## src/rtl/hex_display_scanner_pkg.sv

```systemverilog
// Shared constants and helpers for the hex display scanner and its refresh divider.
package hex_display_scanner_pkg;

  localparam logic [3:0] ANODE_OFF  = 4'b1111;
  localparam int         NIBBLE_W   = 4;
  localparam int         NUM_DIGITS = 4;
  localparam logic [1:0] LAST_IDX   = 2'd3;

  // True when every nibble at or above position k is zero (digit k is a leading zero).
  function automatic logic upper_zero(input logic [15:0] v, input int k);
    return (v >> (NIBBLE_W * k)) == 16'h0000;
  endfunction

endpackage

```

## src/rtl/hex_display_scanner_tick_gen.sv

```systemverilog
// Refresh divider: emits a one-cycle tick every REFRESH_DIV clocks, marking the end of a digit slot.
module refresh_tick_gen #(
  parameter int REFRESH_DIV = 50000,
  parameter int DIV_W       = 16
) (
  input  logic clk,
  input  logic reset,
  output logic tick
);

  logic [DIV_W-1:0] div_cnt_q;
  logic [DIV_W-1:0] div_cnt_d;

  assign tick = (div_cnt_q == DIV_W'(REFRESH_DIV - 1));

  always_comb begin
    div_cnt_d = div_cnt_q + 1'b1;
    if (tick) begin
      div_cnt_d = '0;
    end
  end

  always_ff @(posedge clk) begin
    if (reset) begin
      div_cnt_q <= '0;
    end else begin
      div_cnt_q <= div_cnt_d;
    end
  end

endmodule

```

## src/rtl/hex_display_scanner.sv

```systemverilog
// Multiplexes a 16-bit value onto a shared 4-bit digit bus with active-low anodes,
// committing new values only at frame boundaries and optionally blanking leading zeros.
module hex_display_scanner
  import hex_display_scanner_pkg::*;
#(
  parameter int REFRESH_DIV = 50000,
  parameter int DIV_W       = 16
) (
  input  logic        clk,
  input  logic        reset,
  input  logic [15:0] value,
  input  logic        load,
  input  logic        blank_lz,
  output logic [3:0]  digit,
  output logic [3:0]  anode,
  output logic        load_ack
);

  logic                  tick;
  logic                  boundary;
  logic [1:0]            idx_q, idx_d;
  logic [15:0]           disp_q, disp_d;
  logic [15:0]           pending_q, pending_d;
  logic                  pend_vld_q, pend_vld_d;
  logic [3:0]            digit_q, digit_d;
  logic [3:0]            anode_q, anode_d;
  logic                  ack_q, ack_d;
  logic [NUM_DIGITS-1:0] blank_mask;

  refresh_tick_gen #(
    .REFRESH_DIV (REFRESH_DIV),
    .DIV_W       (DIV_W)
  ) u_tick_gen (
    .clk   (clk),
    .reset (reset),
    .tick  (tick)
  );

  assign boundary = tick && (idx_q == LAST_IDX);

  // A load landing on the boundary bypasses the pending buffer and supersedes it.
  always_comb begin
    idx_d      = tick ? idx_q + 2'd1 : idx_q;
    disp_d     = disp_q;
    pending_d  = pending_q;
    pend_vld_d = pend_vld_q;
    ack_d      = 1'b0;
    if (boundary) begin
      pend_vld_d = 1'b0;
      if (load) begin
        disp_d = value;
        ack_d  = 1'b1;
      end else if (pend_vld_q) begin
        disp_d = pending_q;
        ack_d  = 1'b1;
      end
    end else if (load) begin
      pending_d  = value;
      pend_vld_d = 1'b1;
    end
  end

  assign blank_mask[0] = 1'b0;
  for (genvar gi = 1; gi < NUM_DIGITS; gi++) begin : g_blank
    assign blank_mask[gi] = blank_lz & upper_zero(disp_d, gi);
  end

  always_comb begin
    digit_d = disp_d[NIBBLE_W * idx_d +: NIBBLE_W];
    anode_d = ~(4'b0001 << idx_d);
    if (blank_mask[idx_d]) begin
      anode_d = ANODE_OFF;
    end
  end

  always_ff @(posedge clk) begin
    if (reset) begin
      idx_q      <= 2'd0;
      disp_q     <= 16'h0000;
      pending_q  <= 16'h0000;
      pend_vld_q <= 1'b0;
      digit_q    <= 4'h0;
      anode_q    <= ANODE_OFF;
      ack_q      <= 1'b0;
    end else begin
      idx_q      <= idx_d;
      disp_q     <= disp_d;
      pending_q  <= pending_d;
      pend_vld_q <= pend_vld_d;
      digit_q    <= digit_d;
      anode_q    <= anode_d;
      ack_q      <= ack_d;
    end
  end

  assign digit    = digit_q;
  assign anode    = anode_q;
  assign load_ack = ack_q;

endmodule

```

## config.mk

```make
export PLATFORM = sky130hd
export DESIGN_NAME = hex_display_scanner
export DESIGN_NICKNAME = d
export VERILOG_FILES = /design/src/rtl/hex_display_scanner_pkg.sv /design/src/rtl/hex_display_scanner_tick_gen.sv /design/src/rtl/hex_display_scanner.sv
export SDC_FILE = /design/constraint.sdc
export NUM_CORES = 1
export LEC_CHECK = 0
export CORE_ASPECT_RATIO = 0.6
export CORE_MARGIN = 5
export CORE_UTILIZATION = 56
export DETAILED_ROUTE_END_ITERATION = 12
export DONT_BUFFER_PORTS = 1
export HOLD_SLACK_MARGIN = 0.05
export MAX_ROUTING_LAYER = met4
export PLACE_DENSITY_LB_ADDON = 0.15
export SYNTH_ARGS = -nofsm -noshare
export SYNTH_HDL_FRONTEND = slang
export SYNTH_HIERARCHICAL = 1
export SYNTH_SLANG_ARGS = --single-unit
export TNS_END_PERCENT = 30
```

## constraint.sdc

```tcl
create_clock -name clk -period 2.3 [get_ports clk]
set_input_delay 0.345 -clock clk [delete_from_list [all_inputs] [get_ports clk]]
set_output_delay 0.345 -clock clk [all_outputs]
set_load 0.1 [all_outputs]
```

==> results.cfg, run 1 <==
[global_routing]
grt_max_degree = 41
grt_use_met2_pct = 30.2
grt_overflow = 0
antenna_found_initial = 0
track_usage_pct = 23.1
use_met1_pct = 31.9
grtUsageMet3_pct = 9.92
grt_busiest_layer = met1
grt_pass1_vias = 2229
grt_pass1_wl_um = 11100

[cells_and_area]
n_antenna_cell = 0
syn_to_final_growth_pct = 29.7
multi_input_area_mm2 = 0.00149
nets = 385
n_fill_cell = 316
fin_util_pct = 75.5
layout-drive-gt1-share_pct = 26.6
seqCellArea_mm2 = 0.00121
fin_area_mm2 = 0.00348

[clock_network]
ctsRootBufferMaster = clkbuf_8
cts_tree = done
insertion_delay_ns = 0.34
clock_sinks = 60
clock_path_buffers = 2
cts_htree_levels = 3
numCtsBuffers = 9
clkTransAtPathRegs_ns = 0.06

[floorplan]
start_util_pct = 58.2
ioPinCount = 29
die_y_um = 63.6
die_w_um = 99.4
rows = 19
dieArea_mm2 = 0.00633
coreArea_mm2 = 0.00461

[logic_synthesis]
yosysMostFrequentCell = dfxtp_1
synth_warnings = 6
synth_flop_cell = dfxtp_1
syn_avg_cell_area_um2 = 8.52
synth_cell_types = 50
synth_top_area_share_pct = 44.7
ys_top_cells_by_area = dfxtp_1, nor2_1, nand2_1, a21oi_1, xnor2_1
syn_inst = 315
yosys.area.top_type = dfxtp_1
synthesis.nets = 337
syn_area_mm2 = 0.00269
async_reset_ff_share_pct = 0
synth_commonest_cells = dfxtp_1, nor2_1, nand2_1
ys_seq_area_share_pct = 44.7
ys_ff_latch = 60
synth_edf_count = 0

[power_and_ir_drop]
p_sw_share_pct = 21.5
seq_power_share_pct = 48.6
totalPowerFinal_mw = 2.22
clock_power_share_pct = 46.5
p_int_mw = 1.74
p_sw_mw = 0.477
peakVddDrop_mv = 0.454
p_per_area_mw_per_mm2 = 637
p_comb_share_pct = 4.9
power_leakage_nw = 1.32

[detailed_routing]
post_drt_wl_per_cell_um = 16.8
ant_nets = 0
drt-initial-drc-count = 129
first_pass_iters = 7
finalWirelength_um = 7230
dr_total_vias = 2542
vias_per_cell = 5.90
drc = 0

[run_status]
outcome = complete, no violations

[worst_setup_path]
rrSetupSlack_ns = 0.04
r2r_start = u_tick_gen/div_cnt_q[9]
endpoint_kind = flip-flop
worst_setup_path_start_kind = flip-flop
crit_start = u_tick_gen/div_cnt_q[9]
crit_fanout = 10
cp.required_ns = 2.57
crit_arrival_ns = 2.53
path_class = flip-flop to flip-flop
r2r-end = anode[1]
worst_r2r_path_depth = 9
crit_end = anode[1]

[timing]
tightest_slew_ns = 0.562
finalCriticalPeriod_ns = 2.26
slew_headroom_pct = 62.5
setup_viol = 0
fmax_ghz = 0.443
drv_slew = 0
fin_worst_skew_ns = 0.00956
fin_crit_sh_pct = 98.2
fin_ws_ns = 0.0412
grt_setup_unrepaired = yes
hold_violations = 0

[place]
post_dp_cell_area_mm2 = 0.00299
port_buffers = 0
dp_hpwl_um = 4850
gp_congestion = 0.868
dp_slack_ns = -0.126

[run]
cap_violations = 0

[min_path]
worstHoldStart = reset
hp-class = primary input to flip-flop
[layer usage]
layer | up-vias | part of all wire, % | routed length (um)
met3 | 10 | 11 | 766
met5 | - | 0 | 0
li1 | 1213 | - | -
met4 | 0 | 0.91 | 66
met1 | 1184 | 47 | 3370
met2 | 135 | 42 | 3030
[layout make-up]
| type | count | area share (%) |
|---|---|---|
| sequential | 60 | 34.7 |
| tap | 63 | 2.26 |
| multi-input combinational | 231 | 42.7 |
| inverter | 5 | 0.539 |
| clock inverter | 5 | 2.16 |
| clock buffer | 11 | 4.06 |
| timing repair buffer | 56 | 13.6 |
[sequential cells by signal (all words and copies together), names as in the netlist]
signal	count
digit	4
idx_q	2
pending_q	16
u_tick_gen/div_cnt_q	16
anode	4
disp_q	16
load_ack	1
pend_vld_q	1
[layout by cell type (no fill, tap or decap), types with 3 or more instances in the layout]
cell / n
mux2i_1: 4
inv_1: 5
nor2_1: 44
nand2_1: 40
nand3_1: 10
clkbuf_8: 10
xnor2_1: 14
nand2b_1: 5
nor3_1: 8
nor4_1: 5
nand4_1: 9
buf_4: 50
o22ai_1: 14
a21o_1: 5
a21oi_1: 26
dfxtp_1: 57
clkinv_2: 3
[power groups by stage]
stage / sequential [mW] / combinational [mW] / clock, mW
5_1_grt: 1.08 / 0.120 / 1.10
2_1_floorplan: 1.10 / 0.0791 / 0
3_5_place_dp: 1.10 / 0.0980 / 0
6_report: 1.08 / 0.109 / 1.03
4_1_cts: 1.08 / 0.101 / 1.04
3_3_place_gp: 1.10 / 0.0939 / 0
[per-stage QoR]
step | TNS (ns) | hold WS [ns] | instances
6_report | 0 | 0.0753 | 431
2_1_floorplan | -0.000687 | 0.417 | 315
3_3_place_gp | -0.0939 | 0.421 | 399
4_1_cts | 0 | 0.0615 | 418
3_5_place_dp | -0.205 | 0.425 | 399
5_1_grt | -0.335 | 0.0627 | 431
[timing repair]
item | 4_1_cts | 5_1_grt
pin swaps | 2 | 10
endpoints found under the setup margin | 4 | 6
hold endpoints to repair | 0 | 2
hold buffers | 0 | 1
buffers inserted | 3 | 11
cloned | 0 | 1
gates resized for setup | 5 | 25
[worst min path at each step]
stage                               to  slack (ns)  cells after the start
2_1_floorplan  u_tick_gen/div_cnt_q[2]        0.42                      1
3_3_place_gp              pending_q[1]        0.42                      1
3_5_place_dp             pending_q[11]        0.42                      1
4_1_cts        u_tick_gen/div_cnt_q[2]        0.06                      1
5_1_grt                   pending_q[7]        0.06                      1
6_report                    disp_q[15]        0.08                      1
[cell families after synthesis]
family / after synthesis / share of synthesized area, %
AO/OA/AOI/OAI: 68 / 16.5
AND/OR/NAND/NOR: 139 / 25.3
adder cells (fa/ha/maj): 2 / 0.932
multiplexers: 6 / 2.33
flip-flops: 60 / 44.7
buffers and inverters: 24 / 5.03
XOR/XNOR: 16 / 5.22
[critical path, cell delays in order (launching register included)]
cell and delay [ns]:
dfxtp_1 0.34, nor4bb_4 0.31, and4b_2 0.36, buf_12 0.15, nand2_8 0.08, a22o_4 0.28, nor3b_2 0.15, nand4_1 0.17
nand4b_4 0.22, o211ai_2 0.14
No activity file was read; power rests on OpenSTA's default activity.
==> run 2, diff against run 1 <==
--- a/config.mk
+++ b/config.mk
@@ -5,7 +5,8 @@
 export SDC_FILE = /design/constraint.sdc
 export NUM_CORES = 1
 export LEC_CHECK = 0
-export CORE_ASPECT_RATIO = 0.6
+export ABC_AREA = 1
+export CORE_ASPECT_RATIO = 0.5
 export CORE_MARGIN = 5
 export CORE_UTILIZATION = 56
 export DETAILED_ROUTE_END_ITERATION = 12
==> results.cfg, run 2 <==
[min_path]
hp-class = primary input to flip-flop
min_path_cells = 1
min_to = disp_q[11]
worstHoldStart = reset

[detailed_routing]
drc = 0
vias_per_cell = 4.97
first_pass_iters = 5
ant_nets = 0
drt-initial-drc-count = 156
dr_total_vias = 2508
finalWirelength_um = 6190
post_drt_wl_per_cell_um = 12.3

[logic_synthesis]
yosys.area.top_type = dfxtp_1
syn_inst = 415
ys_top_cells_by_area = dfxtp_1, nand2_1, a21oi_1, nor2_1, inv_1
syn_avg_cell_area_um2 = 6.83
synth_top_area_share_pct = 42.4
synth_cell_types = 31
ys_ff_latch = 60
yosysMostFrequentCell = nand2_1
syn_area_mm2 = 0.00283
synth_flop_cell = dfxtp_1
synth_commonest_cells = nand2_1, dfxtp_1, nor2_1
async_reset_ff_share_pct = 0
ys_seq_area_share_pct = 42.4
synth_warnings = 6
synthesis.nets = 437
synth_edf_count = 0

[timing]
setup_viol = 0
drv_slew = 0
fin_crit_sh_pct = 93.3
finalSetupTns_ns = 0
fin_worst_skew_ns = 0.00796
hold_violations = 0
fmax_ghz = 0.466
slew_headroom_pct = 73.9
tightest_slew_ns = 0.388
finalCriticalPeriod_ns = 2.15

[power_and_ir_drop]
power_leakage_nw = 1.34
peakVddDrop_mv = 0.540
p_per_area_mw_per_mm2 = 664

[global_routing]
grt_pass1_vias = 2277
grt_max_degree = 39
grt_overflow = 0
grt_pass1_wl_um = 10100
antenna_found_initial = 0
track_usage_pct = 20.1

[cells_and_area]
biggestRegsByFlops = disp_q (16), pending_q (16), u_tick_gen/div_cnt_q (16)
layout-drive-gt1-share_pct = 14.5
multi_input_area_mm2 = 0.00142
final_cell_mix = nand2_1, dfxtp_1, nor2_1
final_common_cell = nand2_1
fin_util_pct = 65.0
nets = 452
syn_to_final_growth_pct = 12.6
seqCellArea_mm2 = 0.00120
n_fill_cell = 471
n_antenna_cell = 0

[worst_setup_path]
worst_setup_path_start_kind = flip-flop
crit_fanout = 14
r2r-end = anode[3]
cp.required_ns = 2.58
rrSetupSlack_ns = 0.15
r2r_start = u_tick_gen/div_cnt_q[0]
endpoint_kind = flip-flop
path_class = flip-flop to flip-flop
crit_start = u_tick_gen/div_cnt_q[0]
worst_r2r_path_depth = 14
crit_arrival_ns = 2.43

[clock_network]
ctsHoldBuffers = 0
numCtsBuffers = 9
clock_sinks = 60
clkTransAtPathRegs_ns = 0.07
ctsRootBufferMaster = clkbuf_8
cts_tree = done
clock_path_buffers = 2
insertion_delay_ns = 0.34
cts_htree_levels = 3

[floorplan]
rows = 18
die_w_um = 111
start_util_pct = 57.7
ioPinCount = 29
die_y_um = 60.3
dieArea_mm2 = 0.00667
coreArea_mm2 = 0.00491

[place]
port_buffers = 0
gp_congestion = 0.868
dp_hpwl_um = 4380

[run]
cap_violations = 0

[run_status]
outcome = complete, no violations
-- run 2: cell families after synthesis --
logic type	after synthesis	share of synthesized area (%)
AND/OR/NAND/NOR	246	37.3
flip-flops	60	42.4
buffers and inverters	52	8.66
AO/OA/AOI/OAI	50	9.23
XOR/XNOR	5	1.55
adder cells (fa/ha/maj)	2	0.883
-- run 2: layer usage --
metal | share of wire [%] | global-route usage, %
met4 | 1.2 | 7.72
met2 | 47 | 32.8
met1 | 46 | 22.9
met5 | 0 | -
met3 | 5.7 | 7.79
-- run 2: critical path, cell delays in order, from the launching register on --
cell	delay (ns)
dfxtp_2	0.36
ha_2	0.20
nand3_1	0.10
or2_2	0.33
nor2_4	0.15
nand2_4	0.09
clkinv_4	0.09
nand2_8	0.09
nand2_1	0.09
nand2_1	0.08
nor2_1	0.09
nand2_1	0.09
nor2_2	0.13
nand3_2	0.12
nand3_1	0.08
-- run 2: final cells by class --
| class | instances | area share (%) |
|---|---|---|
| clock buffers | 11 | 4.75 |
| clock inverters | 5 | 1.57 |
| inverters | 39 | 4.94 |
| multi-input cells | 303 | 44.4 |
| flip-flops and latches | 60 | 37.7 |
| well taps | 70 | 2.75 |
| repair buffers | 16 | 3.76 |
| repair inverters | 1 | 0.157 |
-- run 2: timing repair --
action                     CTS  global route
gates resized for setup      3             7
pin swaps                    0             1
setup buffers                0             2
hold endpoints to repair     0             0
gates cloned                 0             1
setup endpoints to repair    7             7
-- run 2: stage by stage --
step | cell area (um^2) | cells | worst slack [ns] | hold WS, ns | power, mW
6_report | 3190 | 505 | 0.154 | 0.0777 | 2.12
5_1_grt | 3190 | 505 | -0.0522 | 0.0517 | 2.21
4_1_cts | 3150 | 502 | 0.0277 | 0.0610 | 2.13
3_5_place_dp | 2940 | 486 | -0.0716 | 0.424 | 1.19
3_3_place_gp | 2940 | 486 | 0.00690 | 0.421 | 1.19
2_1_floorplan | 2830 | 415 | 0.135 | 0.425 | 1.19
-- run 2: where the power goes --
| part | total, mW | internal, mW | switching [mW] |
|---|---|---|---|
| Sequential | 1.08 | 1.06 | 0.0126 |
| Combinational | 0.0961 | 0.0324 | 0.0638 |
| Clock | 0.948 | 0.551 | 0.397 |
-- run 2: how the worst max path moves through the flow --
stage                     endpoint  slack, ns
after floorplan           digit[0]       0.13
after CTS                 anode[3]       0.03
after detailed placement  anode[3]      -0.07
final                     anode[3]       0.15
after global routing      digit[2]      -0.05
after global placement    anode[2]      0.007
